File: config.mk
export PLATFORM = sky130hd
export DESIGN_NAME = shk_fifo_bridge
export DESIGN_NICKNAME = d
export VERILOG_FILES = /design/src/rtl/shk_pkg.sv /design/src/rtl/shk_fifo_mem.sv /design/src/rtl/shk_fifo_bridge.sv
export SDC_FILE = /design/constraint.sdc
export NUM_CORES = 1
export LEC_CHECK = 0
export CAP_MARGIN = 40
export CORE_MARGIN = 2
export CORE_UTILIZATION = 35
export CTS_CLUSTER_DIAMETER = 200
export DETAILED_ROUTE_END_ITERATION = 8
export GPL_ROUTABILITY_DRIVEN = 0
export PLACE_DENSITY = 0.49
export SLEW_MARGIN = 20
export SYNTH_ARGS = -nofsm -noshare
export SYNTH_HDL_FRONTEND = slang
export SYNTH_SLANG_ARGS = --single-unit
File: constraint.sdc
create_clock -name i_sys_clk -period 7 [get_ports i_sys_clk]
set_clock_uncertainty 0.2 [all_clocks]
set_input_delay 0.7 -clock i_sys_clk [delete_from_list [all_inputs] [get_ports i_sys_clk]]
set_output_delay 0.7 -clock i_sys_clk [all_outputs]
set_load 0.1 [all_outputs]
File: src/rtl/shk_pkg.sv
// Shared definitions for the shake FIFO bridge: error-bit indices, master FSM states, entry width.
package shk_pkg;

  localparam int ERR_OVF  = 0;
  localparam int ERR_TMO  = 1;
  localparam int ERR_MIS  = 2;
  localparam int ERR_FULL = 3;

  typedef enum logic [1:0] {
    IDLE  = 2'd0,
    ISSUE = 2'd1,
    WAIT  = 2'd2
  } state_t;

  // A stored entry is {msync, maddr, mdata}.
  function automatic int entry_width(input int wd_data, input int wd_addr);
    return wd_data + wd_addr + 1;
  endfunction

endpackage

File: src/rtl/shk_fifo_mem.sv
// Entry storage: registered write, combinational read of the head entry; a push and a pop in one cycle leave count unchanged.
module shk_fifo_mem #(
  parameter int WD_ENT   = 33,
  parameter int NB_DEPTH = 16
) (
  input  logic                      clk,
  input  logic                      rst,
  input  logic                      wr_en,
  input  logic [WD_ENT-1:0]         wr_data,
  input  logic                      rd_en,
  output logic [WD_ENT-1:0]         rd_data,
  output logic [$clog2(NB_DEPTH):0] count
);
  localparam int WD_PTR = $clog2(NB_DEPTH);
  localparam logic [WD_PTR-1:0] PTR_ONE = 1;
  localparam logic [WD_PTR:0]   CNT_ONE = 1;

  logic [WD_ENT-1:0] mem [NB_DEPTH];
  logic [WD_PTR-1:0] wr_ptr;
  logic [WD_PTR-1:0] rd_ptr;

  always_ff @(posedge clk) begin
    if (wr_en) mem[wr_ptr] <= wr_data;
  end

  // Power-of-two depth lets the pointers wrap by natural overflow.
  always_ff @(posedge clk or posedge rst) begin
    if (rst) begin
      wr_ptr <= '0;
      rd_ptr <= '0;
      count  <= '0;
    end else begin
      if (wr_en) wr_ptr <= wr_ptr + PTR_ONE;
      if (rd_en) rd_ptr <= rd_ptr + PTR_ONE;
      case ({wr_en, rd_en})
        2'b10:   count <= count + CNT_ONE;
        2'b01:   count <= count - CNT_ONE;
        default: count <= count;
      endcase
    end
  end

  assign rd_data = mem[rd_ptr];

endmodule

File: src/rtl/shk_fifo_bridge.sv
// Shake bridge: s_valid at t gives m_valid at t+2, 3 cycles per master transfer; full FIFO drops requests (err[0]).
// SHK_FIFO_TIMEOUT_EN adds a WAIT timeout that flags err[1] and re-issues the head entry.
module shk_fifo_bridge
  import shk_pkg::*;
#(
  parameter int WD_SHK_DATA   = 16,
  parameter int WD_SHK_ADDR   = 16,
  parameter int NB_FIFO_DEPTH = 16,
  parameter int NB_WAIT_MAX   = 1024,
  parameter int WD_ERR_INFO   = 4
) (
  input  logic                   i_sys_clk,
  input  logic                   i_sys_reset,
  input  logic                   s_shk_br_valid,
  input  logic                   s_shk_br_msync,
  input  logic [WD_SHK_DATA-1:0] s_shk_br_mdata,
  input  logic [WD_SHK_ADDR-1:0] s_shk_br_maddr,
  output logic                   s_shk_br_ready,
  output logic                   s_shk_br_ssync,
  output logic [WD_SHK_DATA-1:0] s_shk_br_sdata,
  output logic [WD_SHK_ADDR-1:0] s_shk_br_saddr,
  output logic                   m_shk_br_valid,
  output logic                   m_shk_br_msync,
  output logic [WD_SHK_DATA-1:0] m_shk_br_mdata,
  output logic [WD_SHK_ADDR-1:0] m_shk_br_maddr,
  input  logic                   m_shk_br_ready,
  input  logic                   m_shk_br_ssync,
  input  logic [WD_SHK_DATA-1:0] m_shk_br_sdata,
  input  logic [WD_SHK_ADDR-1:0] m_shk_br_saddr,
  output logic [WD_ERR_INFO-1:0] m_err_br_info1
);
  localparam int WD_ENT = entry_width(WD_SHK_DATA, WD_SHK_ADDR);
  localparam int WD_CNT = $clog2(NB_FIFO_DEPTH) + 1;
  localparam logic [WD_CNT-1:0] CNT_FULL = WD_CNT'(NB_FIFO_DEPTH);

  state_t                 state;
  state_t                 state_nxt;
  logic [WD_ENT-1:0]      head;
  logic [WD_CNT-1:0]      count;
  logic                   head_sync;
  logic [WD_SHK_ADDR-1:0] head_addr;
  logic [WD_SHK_DATA-1:0] head_data;
  logic                   full;
  logic                   non_empty;
  logic                   wr_en;
  logic                   pop;
  logic                   tmo;
  logic                   err_ovf;
  logic                   err_tmo;
  logic                   err_mis;
  logic                   unused_in;

  assign unused_in = ^{m_shk_br_ssync, m_shk_br_sdata, 1'(NB_WAIT_MAX)};

  assign full      = (count == CNT_FULL);
  assign non_empty = (count != '0);
  assign wr_en     = s_shk_br_valid && !full;
  assign pop       = (state == WAIT) && m_shk_br_ready;
  assign {head_sync, head_addr, head_data} = head;

  shk_fifo_mem #(
    .WD_ENT   (WD_ENT),
    .NB_DEPTH (NB_FIFO_DEPTH)
  ) u_mem (
    .clk     (i_sys_clk),
    .rst     (i_sys_reset),
    .wr_en   (wr_en),
    .wr_data ({s_shk_br_msync, s_shk_br_maddr, s_shk_br_mdata}),
    .rd_en   (pop),
    .rd_data (head),
    .count   (count)
  );

`ifdef SHK_FIFO_TIMEOUT_EN
  localparam int WD_WCNT = $clog2(NB_WAIT_MAX);
  localparam logic [WD_WCNT-1:0] WCNT_MAX = WD_WCNT'(NB_WAIT_MAX - 1);
  localparam logic [WD_WCNT-1:0] WCNT_ONE = 1;
  logic [WD_WCNT-1:0] wait_cnt;

  always_ff @(posedge i_sys_clk or posedge i_sys_reset) begin
    if (i_sys_reset)                             wait_cnt <= '0;
    else if (state == ISSUE)                     wait_cnt <= '0;
    else if (state == WAIT && wait_cnt != WCNT_MAX) wait_cnt <= wait_cnt + WCNT_ONE;
  end

  // Ready on the last wait cycle still wins over the timeout.
  assign tmo = (state == WAIT) && !m_shk_br_ready && (wait_cnt == WCNT_MAX);

  always_ff @(posedge i_sys_clk or posedge i_sys_reset) begin
    if (i_sys_reset) err_tmo <= 1'b0;
    else if (tmo)    err_tmo <= 1'b1;
  end
`else
  assign tmo     = 1'b0;
  assign err_tmo = 1'b0;
`endif

  always_ff @(posedge i_sys_clk or posedge i_sys_reset) begin
    if (i_sys_reset) state <= IDLE;
    else             state <= state_nxt;
  end

  always_comb begin
    state_nxt = state;
    case (state)
      IDLE:    if (non_empty) state_nxt = ISSUE;
      ISSUE:   state_nxt = WAIT;
      WAIT: begin
        if (m_shk_br_ready) state_nxt = IDLE;
        else if (tmo)       state_nxt = ISSUE;
      end
      default: state_nxt = IDLE;
    endcase
  end

  always_comb begin
    m_shk_br_valid = (state == ISSUE);
    m_shk_br_msync = non_empty ? head_sync : 1'b0;
    m_shk_br_maddr = non_empty ? head_addr : '0;
    m_shk_br_mdata = non_empty ? head_data : '0;
  end

  always_ff @(posedge i_sys_clk or posedge i_sys_reset) begin
    if (i_sys_reset) begin
      s_shk_br_ready <= 1'b0;
      s_shk_br_ssync <= 1'b0;
      s_shk_br_saddr <= '0;
      s_shk_br_sdata <= '0;
    end else begin
      s_shk_br_ready <= wr_en;
      if (wr_en) begin
        s_shk_br_ssync <= s_shk_br_msync;
        s_shk_br_saddr <= s_shk_br_maddr;
        s_shk_br_sdata <= s_shk_br_mdata;
      end
    end
  end

  // Overflow is judged on the pre-edge count, so a same-cycle pop does not rescue the request.
  always_ff @(posedge i_sys_clk or posedge i_sys_reset) begin
    if (i_sys_reset) begin
      err_ovf <= 1'b0;
      err_mis <= 1'b0;
    end else begin
      if (s_shk_br_valid && full)                  err_ovf <= 1'b1;
      if (pop && (m_shk_br_saddr != head_addr))    err_mis <= 1'b1;
    end
  end

  always_comb begin
    m_err_br_info1           = '0;
    m_err_br_info1[ERR_OVF]  = err_ovf;
    m_err_br_info1[ERR_TMO]  = err_tmo;
    m_err_br_info1[ERR_MIS]  = err_mis;
    m_err_br_info1[ERR_FULL] = full;
  end

endmodule

==> impl_metrics.ini <==
[run_status]
status = completed

[timing]
hold_viol_final = 0
setup-tns-final_ps = 0
fin_ws_ps = 1800
setup_violations = 0
post-route-period-util_pct = 74.3
slew_headroom_pct = 44.8
worst_slew_pin_slew_ps = 825
timing.fmax_mhz = 192
min_period_ps = 5200
maxSlewViolCount = 0
rsz0062_at_grt = no

[global_route]
grt_start_max_net_pins = 49
grt_pass1_vias = 12400
grt_pass1_wl_mm = 85.4
overflow = 0
grt_use_total_pct = 17.4
antenna_found_initial = 3

[final_layout]
ff_latch_area_um2 = 17100
fillers = 5637
area_growth_pct = 24.7
n_antenna_cell = 0
final_util_pct = 44.3
nNetsFinal = 1450
drive_above_1_share_pct = 25.8
multiInputGateArea_um2 = 5470

[floorplan]
die_y_um = 260
chipWidth_um = 260
start_util_pct = 35.5
die_area_um2 = 67600
coreArea_um2 = 64700
num_io_pins = 142
fp-row-count = 93

[power]
p_switching_mw = 5.51
power.share.sequential_pct = 31.3
p_sw_share_pct = 39.1
intPower_mw = 8.57
powerDensity_nw_per_um2 = 492
ir_worst_vdd_mv = 0.443
clockPowerShare_pct = 22.7
p_comb_share_pct = 46.0
total_leakage_power_nw = 9.62

[cts]
clock_latency_ps = 620
clk_pin_slew_ps = 60
cts_buffers = 61
cts.sinks = 579
cts_resized = 0
cts_setup_buffers = 0
clockBufferDepth = 3
cts_tree = built
postCtsHoldBufs = 0
clockRootBuffer = clkbuf_16
htreeDepth = 2

[yosys]
ys_top_cells_by_area = edfxtp_1 69%, mux4_2 9.3%, dfrtp_1 5.6%, mux2i_1 4.4%, mux2_2 1.7%
netlist_area_um2 = 23000
ys_async_sr_fraction_pct = 8.81
synth_top_cell_area_share_pct = 69.1
ys.flop_type = edfxtp_1
syn_area_per_cell_um2 = 20.3
synth.ff_latch_count = 579
yosys.area.top_type = edfxtp_1
yosysMostFrequentCell = edfxtp_1
yosys_warnings = 0
seq_area_frac_synth_pct = 74.6
synth_nets = 1207
synth_commonest_cells = 528 x edfxtp_1, 100 x mux2i_1, 95 x mux4_2, 51 x dfrtp_1, 40 x a22oi_1
syn_inst = 1129
synth_edf_count = 528
ys_types = 60

[detailed_routing]
drc = 0
ant_nets = 0
drt-wirelength-per-cell_um = 25.5
num_vias = 11700
viasPerCell = 5.13
wl_mm = 58.0
drt_first_iter_violations = 936
first_pass_iters = 5

[worst_setup_path]
reg2regPathDepth = 9
cp_slowest_stage_delay_ps = 830
worst_ep_arrival_time_ps = 4300
slowest_stage = dfrtp_4
end_kind = output port
worstSetupPathType = register to output port
crit_path_start_kind = register
r2r_setup_slack_ps = 2770
cp.required_ps = 6100
reg2reg_to = err_mis$_DFFE_PP0P_
cp_num_buf_inv = 4
reg2reg_from = u_mem.rd_ptr[1]$_DFFE_PP0P_
crit_chain = buf_12 > buf_4 > and3b_1 > a222oi_1 > o21ai_1 > nor2_1 > clkdlybuf4s50_1 > buf_8
critical_path.top_delay_family = buffers and inverters
crit_fanout = 36

[hold_path]
min_path_type = input pin to async pin

[run]
drv_cap = 0

[placement]
dp_slack_ps = 2400
portBuffers = 123
hpwl_mm = 34.5
## cell type report
type | count | share of cell area (%)
well taps | 855 | 3.74
multi-input cells | 479 | 19.1
flip-flops and latches | 579 | 59.9
clock buffers | 91 | 6.08
repair buffers | 242 | 10.3
clock inverters | 24 | 0.804
inverters | 9 | 0.122
## cells by family (layout without fill, tap and decap cells)
group | after synthesis | in the layout | synth area share (%)
mux | 236 | 236 | 16.1
fa+ha+maj | 8 | 8 | 0.436
compound gates | 93 | 93 | 3.03
flops | 579 | 579 | 74.6
simple gates | 113 | 113 | 2.66
xor+xnor | 28 | 28 | 1.07
other cells | 1 | 1 | 0.0163
buf+inv | 71 | 366 | 2.07
## power by group through the flow
stage / clock network, mW / registers, mW / logic [mW]
3_3_place_gp: 0 / 4.55 / 5.45
6_report: 3.19 / 4.40 / 6.48
2_1_floorplan: 0 / 4.61 / 3.94
5_1_grt: 3.40 / 4.44 / 6.80
4_1_cts: 3.27 / 4.41 / 6.58
3_5_place_dp: 0 / 4.48 / 6.56
## how the worst max path moves through the flow
stage | start | end | slack, ps | depth (start not counted)
global placement | u_mem.rd_ptr[1]$_DFFE_PP0P_ | m_shk_br_maddr[8] | 1950 | 6
global route | u_mem.rd_ptr[1]$_DFFE_PP0P_ | m_shk_br_maddr[8] | 1540 | 8
CTS | u_mem.rd_ptr[1]$_DFFE_PP0P_ | m_shk_br_maddr[8] | 1710 | 8
finish | u_mem.rd_ptr[1]$_DFFE_PP0P_ | m_shk_br_maddr[8] | 1800 | 8
floorplan | u_mem.rd_ptr[1]$_DFFE_PP0P_ | m_shk_br_maddr[15] | 2050 | 9
detailed placement | u_mem.rd_ptr[1]$_DFFE_PP0P_ | m_shk_br_maddr[8] | 2400 | 8
## layer usage
layer	vias to the layer above	global-route usage, %	part of all wire, %
li1	5093	-	-
met1	6226	23.8	45
met2	274	29.4	49
met3	83	2.58	4.1
met4	4	4.35	1.9
met5	-	0	0.048
## registers in the layout, indices dropped and copies added (netlist names)
signal and cells:
u_mem.mem 528, s_shk_br_saddr 16, s_shk_br_sdata 16, u_mem.count 5, u_mem.rd_ptr 4, u_mem.wr_ptr 4, state 2, err_mis 1
err_ovf 1, s_shk_br_ready 1, s_shk_br_ssync 1
## cell usage in the layout, fill, tap and decap left out, types with 7 or more instances in the layout
| master | n |
|---|---|
| mux4_2 | 95 |
| mux2_2 | 35 |
| edfxtp_1 | 528 |
| clkbuf_16 | 63 |
| nor2b_1 | 22 |
| inv_1 | 8 |
| ha_1 | 8 |
| a22oi_1 | 40 |
| clkinv_2 | 7 |
| xnor2_1 | 13 |
| nand2_1 | 14 |
| clkbuf_1 | 22 |
| nor2_4 | 12 |
| a211oi_1 | 9 |
| nor2_1 | 20 |
| buf_16 | 14 |
| clkinv_1 | 7 |
| clkdlybuf4s50_1 | 123 |
| mux2i_1 | 100 |
| buf_4 | 35 |
| xor2_1 | 15 |
| buf_8 | 67 |
| a21oi_1 | 7 |
| dfrtp_1 | 47 |
## worst min-delay path, cell delays in order
cell and delay, ps:
clkdlybuf4s50_1 410, clkinv_2 50, buf_4 270
## per-stage QoR
stage               hold slack, ps  cell area, µm²  std cells  power [mW]
detailed placement             248           26600       2162        11.0
global route                   224           28600       2279        14.7
CTS                            206           28600       2277        14.2
global placement               242           25200       2080        10.0
finish                         230           28600       2279        14.1
floorplan                      229           23000       1129        8.55
Power figures use the tool's default switching activity.
